$ cat config.mk
export PLATFORM = sky130hd
export DESIGN_NAME = beam_delay_controller_flat
export DESIGN_NICKNAME = d
export VERILOG_FILES = /design/src/rtl/beam_delay_controller_pkg.sv /design/src/rtl/beam_delay_controller_if.sv /design/src/rtl/beam_delay_controller_cfg_edge_sync.sv /design/src/rtl/beam_delay_controller.sv /design/src/flat_wrapper.sv
export SDC_FILE = /design/constraint.sdc
export NUM_CORES = 1
export LEC_CHECK = 0
export BUFFER_PORTS_ARGS = -buffer_cell sky130_fd_sc_hd__buf_2
export CORE_ASPECT_RATIO = 1.75
export CORE_MARGIN = 2
export CORE_UTILIZATION = 50
export CTS_CLUSTER_DIAMETER = 40
export DETAILED_ROUTE_END_ITERATION = 6
export GPL_TIMING_DRIVEN = 1
export PLACE_DENSITY = 0.71
export SLEW_MARGIN = 20
export SYNTH_ARGS = -nofsm -noshare
export SYNTH_HDL_FRONTEND = slang
export SYNTH_HIERARCHICAL = 1
export SYNTH_SLANG_ARGS = --single-unit
$ cat constraint.sdc
create_clock -name clk -period 2.8 [get_ports clk]
set_clock_uncertainty 0.2 [all_clocks]
set_input_delay 0.28 -clock clk [delete_from_list [all_inputs] [get_ports clk]]
set_output_delay 0.28 -clock clk [all_outputs]
set_load 0.005 [all_outputs]
$ cat src/rtl/beam_delay_controller_pkg.sv
// Shared sizing and FSM encoding for the beam delay controller slice.
// Holds no logic, so it adds no latency and applies no backpressure.
package beam_delay_controller_pkg;

  localparam int NUM_CHANNELS = 3;
  localparam int BUFFER_SIZE  = 16;
  localparam int IDX_W        = $clog2(BUFFER_SIZE) + 1;
  localparam int SEL_W        = 3;

  typedef enum logic {
    IDLE    = 1'b0,
    PENDING = 1'b1
  } bdc_state_t;

endpackage

$ cat src/rtl/beam_delay_controller_if.sv
// Pin-side config signals and the steering outputs of the beam delay controller.
// Wiring only: no latency, and the serial pins have no backpressure path.
interface beam_delay_controller_if
  import beam_delay_controller_pkg::*;
();

  logic                          cfg_sclk;
  logic                          cfg_sdata;
  logic                          cfg_latch;
  logic [SEL_W-1:0]              cfg_sel;
  logic                          cfg_err_clr;
  logic                          frame_strobe;
  logic [NUM_CHANNELS*IDX_W-1:0] read_index_flat;
  logic                          delay_update;
  logic                          commit_pending;
  logic                          cfg_err;

  modport master (
    output cfg_sclk, cfg_sdata, cfg_latch, cfg_sel, cfg_err_clr, frame_strobe,
    input  read_index_flat, delay_update, commit_pending, cfg_err
  );

  modport slave (
    input  cfg_sclk, cfg_sdata, cfg_latch, cfg_sel, cfg_err_clr, frame_strobe,
    output read_index_flat, delay_update, commit_pending, cfg_err
  );

endinterface

$ cat src/rtl/beam_delay_controller_cfg_edge_sync.sv
// Two-flop synchronizer plus rising-edge detect for a slow asynchronous pin.
// rise is valid two clk edges after the pin is first sampled high; no backpressure.
module cfg_edge_sync (
  input  logic clk,
  input  logic rst_n,
  input  logic din,
  output logic rise
);

  logic sync1, sync2, sync3;

  always_ff @(posedge clk or negedge rst_n) begin
    if (!rst_n) begin
      sync1 <= 1'b0;
      sync2 <= 1'b0;
      sync3 <= 1'b0;
    end else begin
      sync1 <= din;
      sync2 <= sync1;
      sync3 <= sync2;
    end
  end

  assign rise = sync2 & ~sync3;

endmodule

$ cat src/rtl/beam_delay_controller.sv
// Serial delay-word loader with shadow registers committed atomically on frame_strobe.
// Pin events act 3 clk edges after sampling; commit lands on the strobe edge; no backpressure.
module beam_delay_controller
  import beam_delay_controller_pkg::*;
(
  input logic                    clk,
  input logic                    rst_n,
  beam_delay_controller_if.slave bus
);

  localparam int               CNT_W    = $clog2(IDX_W + 2);
  localparam logic [CNT_W-1:0] CNT_FULL = CNT_W'(IDX_W);
  localparam logic [CNT_W-1:0] CNT_SAT  = CNT_W'(IDX_W + 1);
  localparam logic [SEL_W-1:0] SEL_LIM  = SEL_W'(NUM_CHANNELS);
  localparam logic [IDX_W-1:0] IDX_LIM  = IDX_W'(BUFFER_SIZE);

  logic                          sclk_evt;
  logic                          latch_evt;
  logic                          sdata_s1, sdata_s2;
  logic [IDX_W-1:0]              shift_reg, shift_nxt;
  logic [CNT_W-1:0]              bit_cnt, cnt_nxt;
  logic [IDX_W-1:0]              shadow [NUM_CHANNELS];
  logic [IDX_W-1:0]              active [NUM_CHANNELS];
  logic [NUM_CHANNELS*IDX_W-1:0] flat;
  bdc_state_t                    state;
  logic                          pending_q;
  logic                          update_q;
  logic                          err_q;
  logic                          word_ok;
  logic                          word_bad;

  cfg_edge_sync u_sclk_sync (
    .clk  (clk),
    .rst_n(rst_n),
    .din  (bus.cfg_sclk),
    .rise (sclk_evt)
  );

  cfg_edge_sync u_latch_sync (
    .clk  (clk),
    .rst_n(rst_n),
    .din  (bus.cfg_latch),
    .rise (latch_evt)
  );

  // Data rides the same two-flop delay so it lines up with the sclk event.
  always_ff @(posedge clk or negedge rst_n) begin
    if (!rst_n) begin
      sdata_s1 <= 1'b0;
      sdata_s2 <= 1'b0;
    end else begin
      sdata_s1 <= bus.cfg_sdata;
      sdata_s2 <= sdata_s1;
    end
  end

  // A latch in the same cycle as a shift judges the post-shift word.
  always_comb begin
    shift_nxt = shift_reg;
    cnt_nxt   = bit_cnt;
    if (sclk_evt) begin
      shift_nxt = {shift_reg[IDX_W-2:0], sdata_s2};
      if (bit_cnt != CNT_SAT) cnt_nxt = bit_cnt + 1'b1;
    end
  end

  assign word_ok  = latch_evt && (cnt_nxt == CNT_FULL) &&
                    (bus.cfg_sel < SEL_LIM) && (shift_nxt < IDX_LIM);
  assign word_bad = latch_evt && !word_ok;

  always_ff @(posedge clk or negedge rst_n) begin
    if (!rst_n) begin
      shift_reg <= '0;
      bit_cnt   <= '0;
      state     <= IDLE;
      pending_q <= 1'b0;
      update_q  <= 1'b0;
      err_q     <= 1'b0;
      for (int c = 0; c < NUM_CHANNELS; c++) begin
        shadow[c] <= '0;
        active[c] <= '0;
      end
    end else begin
      shift_reg <= shift_nxt;
      bit_cnt   <= latch_evt ? '0 : cnt_nxt;
      update_q  <= 1'b0;

      if (word_bad)             err_q <= 1'b1;
      else if (bus.cfg_err_clr) err_q <= 1'b0;

      for (int c = 0; c < NUM_CHANNELS; c++) begin
        if (word_ok && (bus.cfg_sel == SEL_W'(c))) shadow[c] <= shift_nxt;
      end

      case (state)
        IDLE: begin
          if (word_ok) begin
            state     <= PENDING;
            pending_q <= 1'b1;
          end
        end
        PENDING: begin
          // Commit takes the pre-write shadow; a coincident write stays pending.
          if (bus.frame_strobe) begin
            for (int c = 0; c < NUM_CHANNELS; c++) active[c] <= shadow[c];
            update_q <= 1'b1;
            if (!word_ok) begin
              state     <= IDLE;
              pending_q <= 1'b0;
            end
          end
        end
      endcase
    end
  end

  always_comb begin
    flat = '0;
    for (int c = 0; c < NUM_CHANNELS; c++) flat[c*IDX_W +: IDX_W] = active[c];
  end

  assign bus.read_index_flat = flat;
  assign bus.delay_update    = update_q;
  assign bus.commit_pending  = pending_q;
  assign bus.cfg_err         = err_q;

endmodule

$ cat src/flat_wrapper.sv
// flat-port wrapper written by rule: the top's interface ports become plain ports
module beam_delay_controller_flat import beam_delay_controller_pkg::*;
  (clk, rst_n, bus_cfg_sclk, bus_cfg_sdata, bus_cfg_latch, bus_cfg_sel, bus_cfg_err_clr, bus_frame_strobe, bus_read_index_flat, bus_delay_update, bus_commit_pending, bus_cfg_err);
  beam_delay_controller_if bus_i ();
  input logic clk;
  input logic rst_n;
  input wire logic [$bits(bus_i.cfg_sclk)-1:0] bus_cfg_sclk;
  input wire logic [$bits(bus_i.cfg_sdata)-1:0] bus_cfg_sdata;
  input wire logic [$bits(bus_i.cfg_latch)-1:0] bus_cfg_latch;
  input wire logic [$bits(bus_i.cfg_sel)-1:0] bus_cfg_sel;
  input wire logic [$bits(bus_i.cfg_err_clr)-1:0] bus_cfg_err_clr;
  input wire logic [$bits(bus_i.frame_strobe)-1:0] bus_frame_strobe;
  output wire logic [$bits(bus_i.read_index_flat)-1:0] bus_read_index_flat;
  output wire logic [$bits(bus_i.delay_update)-1:0] bus_delay_update;
  output wire logic [$bits(bus_i.commit_pending)-1:0] bus_commit_pending;
  output wire logic [$bits(bus_i.cfg_err)-1:0] bus_cfg_err;
  assign bus_i.cfg_sclk = bus_cfg_sclk;
  assign bus_i.cfg_sdata = bus_cfg_sdata;
  assign bus_i.cfg_latch = bus_cfg_latch;
  assign bus_i.cfg_sel = bus_cfg_sel;
  assign bus_i.cfg_err_clr = bus_cfg_err_clr;
  assign bus_i.frame_strobe = bus_frame_strobe;
  assign bus_read_index_flat = bus_i.read_index_flat;
  assign bus_delay_update = bus_i.delay_update;
  assign bus_commit_pending = bus_i.commit_pending;
  assign bus_cfg_err = bus_i.cfg_err;
  beam_delay_controller u_core (.clk(clk), .rst_n(rst_n), .bus(bus_i));
endmodule
==> results.txt <==
The number of hold buffers added after CTS was 5. Fill cells in the final layout number 309. The routed layout has 1,072 vias. Once layout is done, the placed cells without fillers occupy 2370 um2. The global-route wire length before repair is 5330 um. The number of buffers created by CTS came out at 5. The first-pass iteration count of the detailed router is 4. Counting along the longest clock path gives a buffer depth of 2. The combined area of the multi-input logic cells is 698 um2.

Along the worst path, the maximum fanout reaches 7. The via count of the first global-routing pass is 1,164. The area added between synthesis and finish came out at 19.1%.

The post-route fraction of the period consumed by the critical path is 84.4%. The deepest level of the CTS H-tree is 2. The fraction of final layout cells with drive strength greater than 1 is 42.3%. The vertical die dimension came out at slightly below 90 um. From left edge to right edge, the die measures between 50 and 60 um. The clock transition at the registers of the reported paths is 80 ps. After clock tree synthesis, the repair step resized 0 gates. The floorplan die area came out at 4510 um2.

The average wire per standard cell came out at about 15 um. Timing would allow up to between 400 and 500 MHz. At the end of routability-driven placement, the weighted congestion stood at 0.751. Summing all flip-flop and latch instances after layout gives between 1000 and 1500 um2. The number of buffer cells added on primary ports is 27.

The number of standard-cell rows in the floorplan came out at 30. The DRC violations left is 0. The initial antenna violation count is 0.

The final-report max-slew violation count was 0. The via-per-instance ratio is between 5 and 6. The routed wire length came out at 3200 um.

In this run the critical register-to-register path is launched from u_core/u_sclk_sync/sync3$_DFF_PN0_. The headroom to the max-slew limit came out at 59.2%. The number of register bits inferred by synthesis is 50. Once the floorplan was initialized, standard cells occupied around 52% of the core.

The startpoint of the most critical setup path is u_core/u_sclk_sync/sync3$_DFF_PN0_. The global router's overall resource usage is 16.4%. The setup-violating endpoint count in the final report came out at 0. The instance area at placement is ~2200 um2. The flop-to-flop setup slack is approximately 440 ps. After the last flow step, the layout net total stands at 174. Setup repair after global routing left no endpoint under its margin. The required time of the worst setup path came out at 2780 ps. Following the worst setup path forward leads to its endpoint at u_core/shadow[8]$_DFFE_PN0P_. The distinct cell type count after synthesis came out at 26. The class of the tightest hold or removal check is input port to register. Summed over all cells, the static leakage comes to 1.25 nW.

The total setup buffers inserted after CTS is 0. Yosys printed 6 warnings. The maximum vdd ir drop came out at 0.000467 V. The pin count of the biggest net entering global routing came out at 51. The worst setup path is captured at a register. The count of endpoints failing hold in the final timing report came to 0. The flow ran to the end, and the final reports show no timing, DRC or antenna violations.

The core region area came out at 3830 um2. The arrival time at the worst endpoint is 2340 ps. The max-capacitance violation count is 0. The number of cells traversed by the worst register-to-register path came out at 5.

The power consumption came out at 0.00159 W. The library cells used most frequently in the layout, excluding fill and tap cells, are sky130_fd_sc_hd__dfrtp_1, sky130_fd_sc_hd__buf_2, sky130_fd_sc_hd__mux2_2, sky130_fd_sc_hd__mux2_1. The CTS root buffer is sky130_fd_sc_hd__clkbuf_8. The clock latency reported for the late side of the worst-skew pair is 290 ps. The sequential fraction of the synthesis area is between 60% and 70%. STA classifies the critical path startpoint as a register. The post-synthesis net count is 136. The mean cell area of the mapped netlist came out at approximately 16 um2.

The final HPWL from detailed placement is between 2000 and 2500 um. The number of inserted diodes is 0. After global routing the overflow that remains totals 0. TritonCTS built the clock tree. The most common library cell in the layout ignoring fill and taps is sky130_fd_sc_hd__dfrtp_1.

The slew at the pin closest to its max-slew limit came out at between 600 and 700 ps. Adding up every negative setup slack in the final design gives 0 ps. Synthesis handed over a netlist of 124 instances. The number of DRC markers after the initial detailed-route iteration came out at 11. The setup path with the least slack is of type register to register.

During I/O placement, the number of pins put on the boundary was 28. In this run the cell area of the synthesized design comes to about 2000 um2. The final critical-path required period came out at ~2400 ps.

The endpoint of the lowest-slack register-to-register path is u_core/shadow[8]$_DFFE_PN0P_. The total clock sinks came out at 50. The areal power density over the cells is ~670 nW/um2.

The remaining number of nets flagged by the antenna check after routing came out at 0.
[how the worst min path moves through the flow]
stage | startpoint | endpoint | slack [ps] | cells after the start
floorplan | rst_n | u_core/bit_cnt[0]$_DFF_PN0_ | -220 | 0
global placement | u_core/u_latch_sync/sync1$_DFF_PN0_ | u_core/u_latch_sync/sync2$_DFF_PN0_ | 130 | 0
detailed placement | u_core/u_latch_sync/sync1$_DFF_PN0_ | u_core/u_latch_sync/sync2$_DFF_PN0_ | 130 | 0
CTS | bus_cfg_err_clr | u_core/bus.cfg_err$_DFFE_PN0P_ | 80 | 3
global route | bus_cfg_err_clr | u_core/bus.cfg_err$_DFFE_PN0P_ | 90 | 3
finish | bus_cfg_err_clr | u_core/bus.cfg_err$_DFFE_PN0P_ | 90 | 3
[metrics by stage]
stage	hold WS [ps]	util [%]	setup slack [ps]	std cells
final	90.2	61.8	438	211
after global routing	87.6	61.8	339	211
after CTS	76.2	61.8	421	211
after detailed placement	135	56.8	430	198
after global placement	134	56.8	468	198
after floorplan	-216	-	605	124
[critical path, stage by stage, from the launching register on]
cell and delay (ps):
sky130_fd_sc_hd__dfrtp_1 410, sky130_fd_sc_hd__nor2b_4 210, sky130_fd_sc_hd__mux2_4 330, sky130_fd_sc_hd__nand4bb_4 300, sky130_fd_sc_hd__nor4_4 430, sky130_fd_sc_hd__mux2_1 360
[routing by layer]
metal  GRT usage (%)  routed length [um]  up-vias
li1                -                   -      498
met1            18.5                1290      548
met2            28.7                1730       20
met3            3.61                 101        6
met4            7.89                  74        0
met5               0                   0        -
[synthesized netlist by cell type (all sizes together)]
master / count / area, um2
a22o: 1 / 8.76
nand2b: 2 / 12.5
nor4: 3 / 63.8
o32ai: 1 / 8.76
buf: 2 / 15.0
ha: 2 / 25.0
mux2: 32 / 364
and2b: 3 / 26.3
mux2i: 3 / 37.5
dfrtp: 50 / 1250
nor2b: 4 / 40.0
nor2: 4 / 15.0
nand4bb: 1 / 27.5
o21ai: 1 / 5.00
or3: 2 / 13.8
a21boi: 2 / 26.3
inv: 6 / 22.5
xnor2: 1 / 8.76
nand2: 4 / 15.0
[power by group]
group / internal [W] / switching, W / total (W)
combinational: 0.0000855 / 0.0000996 / 0.000185
sequential: 0.000768 / 0.0000293 / 0.000797
clock: 0.000381 / 0.000223 / 0.000604
total: 0.00123 / 0.000352 / 0.00159
[cells by family (layout without fill, tap and decap cells)]
kind of cell | after synthesis | after routing | synth area share (%)
buffers and inverters | 8 | 47 | 1.89
adder cells (fa/ha/maj) | 2 | 2 | 1.26
XOR/XNOR | 1 | 1 | 0.441
multiplexers | 35 | 35 | 20.2
AND/OR/NAND/NOR | 23 | 23 | 10.8
AO/OA/AOI/OAI | 5 | 5 | 2.46
flip-flops | 50 | 50 | 63.0
[cell type report]
cell class | instances | area share [%]
sequential | 50 | 52.9
multi-input combinational | 66 | 29.5
timing repair buffer | 33 | 8.14
clock buffer | 6 | 3.49
clock inverter | 2 | 2.54
tap | 48 | 2.54
inverter | 6 | 0.951
(Power assumes the default switching activity.)
